$ cat config.mk
export PLATFORM = sky130hd
export DESIGN_NAME = branch_resolve_queue
export DESIGN_NICKNAME = d
export VERILOG_FILES = /design/src/rtl/branch_resolve_queue.sv
export SDC_FILE = /design/constraint.sdc
export NUM_CORES = 1
export LEC_CHECK = 0
export ABC_AREA = 1
export CAP_MARGIN = 25
export CORE_UTILIZATION = 51
export CTS_BUF_LIST = sky130_fd_sc_hd__clkbuf_4 sky130_fd_sc_hd__clkbuf_8 sky130_fd_sc_hd__clkbuf_16
export CTS_CLUSTER_SIZE = 30
export DETAILED_ROUTE_END_ITERATION = 8
export PLACE_DENSITY = 0.85
export SLEW_MARGIN = 20
export SYNTH_ARGS = -nofsm -noshare
export SYNTH_HDL_FRONTEND = slang
export SYNTH_SLANG_ARGS = --single-unit
$ cat constraint.sdc
create_clock -name clock -period 2.2 [get_ports clock]
set_input_delay 0.44 -clock clock [delete_from_list [all_inputs] [get_ports clock]]
set_output_delay 0.44 -clock clock [all_outputs]
set_load 0.03 [all_outputs]
$ cat src/rtl/branch_resolve_queue.sv
// rtl/branch_resolve_queue.sv - in-order branch prediction queue driving PHT updates
module branch_resolve_queue #(
  parameter int DEPTH      = 8,
  parameter int PTR_BITS   = 3,
  parameter int INDEX_BITS = 10,
  parameter int STAT_BITS  = 16
) (
  input  logic                  clock,
  input  logic                  reset,
  input  logic                  alloc_valid,
  input  logic [INDEX_BITS-1:0] alloc_index,
  input  logic                  alloc_predicted,
  output logic                  alloc_ready,
  input  logic                  resolve_valid,
  input  logic                  resolve_taken,
  input  logic                  flush,
  output logic                  update_enable,
  output logic [INDEX_BITS-1:0] update_index,
  output logic                  actual_taken,
  output logic                  mispredict,
  output logic                  resolve_error,
  output logic [PTR_BITS:0]     count,
  output logic [STAT_BITS-1:0]  resolved_count,
  output logic [STAT_BITS-1:0]  mispredict_count
);

  localparam logic [PTR_BITS:0] FULL_COUNT = (PTR_BITS+1)'(DEPTH);

  // entry layout: {index, predicted}
  logic [INDEX_BITS:0] entry_q [DEPTH];

  logic [PTR_BITS-1:0]   head_q, head_d, tail_q, tail_d;
  logic [PTR_BITS:0]     count_q, count_d;
  logic                  update_enable_q, update_enable_d;
  logic [INDEX_BITS-1:0] update_index_q, update_index_d;
  logic                  actual_taken_q, actual_taken_d;
  logic                  mispredict_q, mispredict_d;
  logic                  resolve_error_q, resolve_error_d;
  logic [STAT_BITS-1:0]  resolved_q, resolved_d;
  logic [STAT_BITS-1:0]  mispredicted_q, mispredicted_d;

  logic                  wr_en;
  logic [INDEX_BITS:0]   wr_data;
  logic                  non_empty, do_resolve, do_alloc, wrong_path, clear_all;
  logic [INDEX_BITS-1:0] head_index;
  logic                  head_pred;

  assign alloc_ready = (count_q != FULL_COUNT);

  // next-state: resolve the head first, then either discard everything or enqueue
  always_comb begin
    non_empty  = (count_q != '0);
    head_index = entry_q[head_q][INDEX_BITS:1];
    head_pred  = entry_q[head_q][0];
    do_resolve = resolve_valid && non_empty;
    wrong_path = do_resolve && (head_pred != resolve_taken);
    clear_all  = flush || wrong_path;
    // an allocation on a flushed or mispredicted cycle belongs to the wrong path
    do_alloc   = alloc_valid && alloc_ready && !clear_all;
    wr_en      = do_alloc;
    wr_data    = {alloc_index, alloc_predicted};

    head_d  = head_q;
    tail_d  = tail_q;
    count_d = count_q;
    if (clear_all) begin
      head_d  = tail_q;
      count_d = '0;
    end else begin
      head_d  = head_q + PTR_BITS'(do_resolve);
      tail_d  = tail_q + PTR_BITS'(do_alloc);
      count_d = count_q + (PTR_BITS+1)'(do_alloc) - (PTR_BITS+1)'(do_resolve);
    end

    update_enable_d = do_resolve;
    update_index_d  = do_resolve ? head_index : '0;
    actual_taken_d  = do_resolve && resolve_taken;
    mispredict_d    = wrong_path;
    resolve_error_d = resolve_valid && !non_empty;

    resolved_d     = resolved_q;
    mispredicted_d = mispredicted_q;
    if (do_resolve && (resolved_q != '1))
      resolved_d = resolved_q + STAT_BITS'(1);
    if (wrong_path && (mispredicted_q != '1))
      mispredicted_d = mispredicted_q + STAT_BITS'(1);
  end

  // control, output and statistics registers
  always_ff @(posedge clock or posedge reset) begin
    if (reset) begin
      head_q          <= '0;
      tail_q          <= '0;
      count_q         <= '0;
      update_enable_q <= 1'b0;
      update_index_q  <= '0;
      actual_taken_q  <= 1'b0;
      mispredict_q    <= 1'b0;
      resolve_error_q <= 1'b0;
      resolved_q      <= '0;
      mispredicted_q  <= '0;
    end else begin
      head_q          <= head_d;
      tail_q          <= tail_d;
      count_q         <= count_d;
      update_enable_q <= update_enable_d;
      update_index_q  <= update_index_d;
      actual_taken_q  <= actual_taken_d;
      mispredict_q    <= mispredict_d;
      resolve_error_q <= resolve_error_d;
      resolved_q      <= resolved_d;
      mispredicted_q  <= mispredicted_d;
    end
  end

  // entry storage; contents are don't-care until written, so no reset
  always_ff @(posedge clock) begin
    if (wr_en)
      entry_q[tail_q] <= wr_data;
  end

  assign update_enable    = update_enable_q;
  assign update_index     = update_index_q;
  assign actual_taken     = actual_taken_q;
  assign mispredict       = mispredict_q;
  assign resolve_error    = resolve_error_q;
  assign count            = count_q;
  assign resolved_count   = resolved_q;
  assign mispredict_count = mispredicted_q;

endmodule

* Word level (Yosys, flattened, before mapping)
Memory sizes are Yosys's and may differ from the RTL's.
Cells that the tools add are included.
** Storage, ports and cells
- Memories kept :: 1
- Bits in writable memories :: 88
- Output and inout bits :: 51
- Logic and storage cells :: 38
- Input bits :: 17
- Bits in registers :: 56
** Memory list
- entry_q :: depth 8, width 11, rd ports 1, clocked after memory_dff 0, wr ports 1, RTL line 30 : logic [INDEX_BITS:0] entry_q [DEPTH];
** Operators by class
- Equal/unequal tests :: 4
- $add $sub $neg :: 6
- Mux-type cells :: 5
- Reductions and logical operators :: 12
** Operator list (number)
- 16-bit by 1-bit adder with 16-bit output (second input constant) :: 2
- 16-bit inequality test (second input constant) :: 2
- 10-bit 2-to-1 mux :: 1
- 1-bit logical AND :: 8
- 3-bit by 1-bit adder with 3-bit output :: 2
- 4-bit by 1-bit adder with 4-bit output :: 1
- 4-bit 2-to-1 mux :: 1
- 4-bit inequality test (second input constant) :: 1
- 4-bit nonzero test :: 1
- 4-bit by 1-bit subtractor with 4-bit output :: 1
- 3-bit 2-to-1 mux :: 1
- 1-bit zero test :: 2
- 1-bit 2-to-1 mux :: 2
- 1-bit logical OR :: 1
- 1-bit inequality test :: 1

* Depth between registers and ports, before layout
- Depth in word-level cells :: 9
- Depth in mapped cells :: 16
- Depth with buffers taken out :: 15

* Least setup slack after synthesis
OpenSTA, ideal clock, no wires.
- Kind :: flip-flop to flip-flop
- From :: reg count_q[2], in the netlist count[2]
- To :: reg count_q[2], in the netlist count[2]
- Path slack :: -0.361 ns
- Cell stages (with the launch flop) :: 13
- Period minus slack after synthesis :: 2.561 ns
- Data arrival time :: 2.438 ns
- Library setup time :: 0.123 ns
- Data required time :: 2.077 ns
- Cells stage by stage :: dfrtp_1 > inv_1 > ha_1 > nand3_1 > nand2_1 > inv_1 > nand3_4 > ha_1 > inv_1 > ha_1 > fa_1 > xnor2_1 > nor2_1
** RTL lines
- from (decl) :: RTL line 33 : logic [PTR_BITS:0] count_q, count_d;
- from (signal assigned) :: RTL line 105 : count_q <= count_d;
- 4-bit inequality test :: RTL line 48 : assign alloc_ready = (count_q != FULL_COUNT);
- via alloc_ready :: RTL line 13 : output logic alloc_ready,
- 1-bit logical AND (2 in series) :: RTL line 59 : do_alloc = alloc_valid && alloc_ready && !clear_all;
- 4-bit by 1-bit adder with 4-bit output :: RTL line 72 : count_d = count_q + (PTR_BITS+1)'(do_alloc) - (PTR_BITS+1)'(do_resolve);
- 4-bit by 1-bit subtractor with 4-bit output :: RTL line 72
- 4-bit 2-to-1 mux :: RTL line 66 : if (clear_all) begin
- via count_d[2] :: RTL line 33
The timed path passes the listed nets, and every way through them passes these cells.
A chain may end at the register's enable or synchronous reset.

* Worst setup path in the final report
- From :: reg count_q[2], in the netlist count[2]
- To :: reg count_q[1], in the netlist count[1]
** On the way
- Cells in the longest elaborated chain, start to end :: 9
** RTL lines
- 4-bit nonzero test :: RTL line 52 : non_empty = (count_q != '0);
- 1-bit logical AND :: RTL line 55 : do_resolve = resolve_valid && non_empty;
- 1-bit logical AND :: RTL line 56 : wrong_path = do_resolve && (head_pred != resolve_taken);
- 1-bit logical OR :: RTL line 57 : clear_all = flush || wrong_path;
- 1-bit zero test :: RTL line 59
- 1-bit logical AND :: RTL line 59
- 4-bit by 1-bit adder with 4-bit output :: RTL line 72
- 4-bit by 1-bit subtractor with 4-bit output :: RTL line 72
- 4-bit 2-to-1 mux * :: RTL line 66
- via count_d[1] :: RTL line 33
The timed path passes the listed nets; every way through them passes the cells marked *.

==> load_flow_metrics.sql <==
INSERT INTO impl_metrics (metric_group, metric, value, unit) VALUES
('outcome', 'run_status', 'finished, violations left', ''),
('outcome', 'violations', 'setup timing', ''),
('sta', 'timing_worst_slew_pin_value', '0.4879', 'ns'),
('global_routing', 'globalRouteOverflowTotal', '0', ''),
('clock_network', 'cts_buffer_count', '17', ''),
('detailed_routing', 'via_per_inst', '5.417', ''),
('critical_path', 'reg2reg_depth', '13', ''),
('detailed_routing', 'drt_iter0_markers', '288', ''),
('power_and_ir_drop', 'netSwitchingPower', '0.003607', 'W'),
('clock_network', 'cts.root.buffer_cell', 'sky130_fd_sc_hd__clkbuf_16', ''),
('yosys', 'yosysMostFrequentCell', 'sky130_fd_sc_hd__nand2_1', ''),
('yosys', 'synth.yosys.seq_area_share', '0.6285', ''),
('placed_design', 'port-buffer-count', '67', ''),
('power_and_ir_drop', 'p_leak', '3.365', 'nW'),
('placed_design', 'hpwlAfterDp', '9332', 'µm'),
('critical_path', 'worst-path-stages', '13', ''),
('die', 'chip_height', '114.3', 'µm'),
('job', 'maxCapViolCount', '0', ''),
('sta', 'final.setup.worst_slack', '-0.04544', 'ns'),
('sta', 'slew_headroom', '0.6722', ''),
('clock_network', 'cts_hold_buf', '0', ''),
('power_and_ir_drop', 'ir_worst_vdd', '0.7504', 'mV'),
('critical_path', 'regToRegSetupSlack', '-0.05', 'ns'),
('global_routing', 'number_of_global_route_vias_before_repair', '4992', ''),
('cells_and_area', 'antenna_cells', '0', ''),
('power_and_ir_drop', 'p_int', '0.006309', 'W'),
('power_and_ir_drop', 'power_density', '1209', 'nW/µm²'),
('critical_path', 'path_cells', 'inv_2 > buf_4 > ha_1 > nand3_2 > nand2_1 > inv_1 > nand3_4 > ha_4 > inv_2 > ha_4 > fa_2 > inv_1 > nor2_1', ''),
('yosys', 'synthesis.area', '6434', 'µm²'),
('critical_path', 'critPathLaunchType', 'flip-flop', ''),
('die', 'num_io_pins', '68', ''),
('yosys', 'synthDistinctLibCells', '35', ''),
('yosys', 'share_of_the_synthesized_area_in_the_top_cell_type', '0.4107', ''),
('power_and_ir_drop', 'p_total', '0.009915', 'W'),
('critical_path', 'launching_point_of_the_worst_reg2reg_path', 'count[2]', ''),
('yosys', 'synthesis.instances', '611', ''),
('cells_and_area', 'post_route_cells_drive_above_1_share', '0.1460', ''),
('detailed_routing', 'vias', '4843', ''),
('clock_network', 'ctsHtreeMaxLevel', '4', ''),
('cells_and_area', 'fillers', '862', ''),
('sta', 'final_setup_violations', '1', ''),
('critical_path', 'critical_path.endpoint', 'count[1]', ''),
('power_and_ir_drop', 'clkPwrFrac', '0.274', ''),
('sta', 'fin_worst_hold_slack', '0.4050', 'ns'),
('yosys', 'ys_seq_elements', '144', ''),
('yosys', 'synthesis.nets', '641', ''),
('sta', 'hold_viol', '0', ''),
('min_path', 'hold_path_class', 'primary input to async pin', ''),
('cells_and_area', 'final_nets', '743', ''),
('yosys', 'synthFlopType', 'sky130_fd_sc_hd__edfxtp_1', ''),
('power_and_ir_drop', 'switching_share', '0.3637', ''),
('global_routing', 'wire_length_of_the_first_global_routing_pass', '23780', 'µm'),
('placed_design', 'place.gp.congestion', '0.8718', ''),
('sta', 'finalCritPeriodShare', '1.021', ''),
('yosys', 'async_reset_ff_frac', '0.3889', ''),
('critical_path', 'cp_num_buf_inv', '5', ''),
('critical_path', 'timing.rr.end', 'count[1]', ''),
('clock_network', 'worst_skew_pair_latency', '0.42', 'ns'),
('yosys', 'synth_top_cell_by_area', 'sky130_fd_sc_hd__edfxtp_1', ''),
('global_routing', 'antenna_found_initial', '0', ''),
('die', 'effective_utilization_at_floorplan', '0.5290', ''),
('yosys', 'synth-edff-count', '88', ''),
('critical_path', 'cp-end-kind', 'flip-flop', ''),
('detailed_routing', 'wl_per_cell', '16.60', 'µm'),
('sta', 'max_freq', '0.4453', 'GHz'),
('yosys', 'post_synthesis_mean_instance_area', '10.53', 'µm²'),
('yosys', 'netlist_top_cells_count', '102 x sky130_fd_sc_hd__nand2_1, 96 x sky130_fd_sc_hd__nor2_1, 88 x sky130_fd_sc_hd__edfxtp_1', ''),
('critical_path', 'cp-startpoint', 'count[2]', ''),
('power_and_ir_drop', 'power.share.combinational', '0.367', ''),
('sta', 'finalMaxSlewViolations', '0', ''),
('detailed_routing', 'routed_wl', '14840', 'µm');
registers in the layout (all words and copies together) (netlist names):
name,flops
update_enable,1
actual_taken,1
update_index,10
resolve_error,1
resolved_count,16
mispredict_count,16
mispredict,1
head_q,3
count,4
tail_q,3
entry_q,88
layout by cell type, fill, tap and decap left out, types with 2 or more instances in the layout:
| cell | count |
|---|---|
| sky130_fd_sc_hd__dfrtp_2 | 3 |
| sky130_fd_sc_hd__nand2_1 | 100 |
| sky130_fd_sc_hd__inv_2 | 8 |
| sky130_fd_sc_hd__o21ai_1 | 6 |
| sky130_fd_sc_hd__xor2_1 | 17 |
| sky130_fd_sc_hd__clkinvlp_4 | 4 |
| sky130_fd_sc_hd__ha_4 | 2 |
| sky130_fd_sc_hd__o22ai_1 | 20 |
| sky130_fd_sc_hd__buf_12 | 6 |
| sky130_fd_sc_hd__nand3_1 | 44 |
| sky130_fd_sc_hd__clkinv_1 | 4 |
| sky130_fd_sc_hd__xnor2_1 | 11 |
| sky130_fd_sc_hd__nor2_1 | 96 |
| sky130_fd_sc_hd__edfxtp_1 | 88 |
| sky130_fd_sc_hd__o21ai_0 | 50 |
| sky130_fd_sc_hd__nand3_2 | 7 |
| sky130_fd_sc_hd__a21oi_1 | 2 |
| sky130_fd_sc_hd__clkbuf_4 | 2 |
| sky130_fd_sc_hd__clkinv_2 | 2 |
| sky130_fd_sc_hd__nor3_1 | 5 |
| sky130_fd_sc_hd__nand4_1 | 5 |
| sky130_fd_sc_hd__clkbuf_8 | 3 |
| sky130_fd_sc_hd__ha_1 | 9 |
| sky130_fd_sc_hd__clkdlybuf4s50_1 | 66 |
| sky130_fd_sc_hd__nand3_4 | 2 |
| sky130_fd_sc_hd__dfrtp_1 | 53 |
| sky130_fd_sc_hd__clkbuf_16 | 17 |
| sky130_fd_sc_hd__nand2_2 | 4 |
| sky130_fd_sc_hd__clkinv_4 | 2 |
| sky130_fd_sc_hd__inv_1 | 41 |
| sky130_fd_sc_hd__buf_4 | 33 |
worst min-delay path, delay by kind of cell:
kind	cells	cell delay, ns
buffers and inverters	3	0.77
power groups by stage:
stage / clock, W / sequential [W] / combinational (W)
6_report: 0.00271 / 0.00356 / 0.00364
5_1_grt: 0.00288 / 0.00359 / 0.00396
4_1_cts: 0.00274 / 0.00355 / 0.00355
3_5_place_dp: 0 / 0.00360 / 0.00348
3_3_place_gp: 0 / 0.00357 / 0.00333
2_1_floorplan: 0 / 0.00400 / 0.00181
cells by family (layout without fill, tap and decap cells):
family	after synthesis	after routing	share of synthesized area
flip-flops	144	144	0.6285
XOR/XNOR	29	29	0.03948
AND/OR/NAND/NOR	271	271	0.1908
buffers and inverters	75	190	0.04920
adder cells (fa/ha/maj)	13	13	0.02645
AO/OA/AOI/OAI	79	79	0.06554
worst min path at each step:
stage                   startpoint             endpoint  slack, ns  depth (start not counted)
2_1_floorplan      alloc_predicted        entry_q[0][0]       0.54                          0
5_1_grt                      reset   resolved_count[15]       0.42                          3
4_1_cts                      reset   resolved_count[15]       0.41                          3
3_5_place_dp     resolved_count[8]    resolved_count[8]       0.51                          1
6_report                     reset   resolved_count[15]       0.41                          3
3_3_place_gp   mispredict_count[3]  mispredict_count[3]       0.52                          2
what timing repair did:
action | CTS | global route
buffers inserted | 1 | 5
setup endpoints to repair | 3 | 4
resized for setup | 6 | 4
pin swaps | 6 | 10
through the flow:
stage               cells   TNS, ns  utilization  area [µm²]
floorplan             611   -0.1959            -        6470
global placement      857   -0.3253       0.6219        7564
detailed placement    857   -0.4552       0.6219        7564
CTS                   890  -0.01561       0.6707        8157
global route          894   -0.2408       0.6742        8199
finish                894  -0.04544       0.6742        8199
metal layers:
metal,track usage,vias up,part of all wire,routed length [µm]
met5,0,-,0,0
met3,0.07888,39,0.071,1047
met4,0.1160,0,0.025,375
li1,-,2263,-,-
met2,0.4376,220,0.53,7861
met1,0.2702,2321,0.37,5555
cell type report:
| type | count | area, µm² | share of cell area |
|---|---|---|---|
| clock inverter | 10 | 86.33 | 0.01053 |
| inverter | 52 | 200.2 | 0.02442 |
| clock buffer | 22 | 481.7 | 0.05875 |
| multi-input combinational | 392 | 2136 | 0.2605 |
| tap | 168 | 210.2 | 0.02564 |
| sequential | 144 | 4048 | 0.4937 |
| timing repair buffer | 106 | 1037 | 0.1265 |
Power figures use the tool's default switching activity.
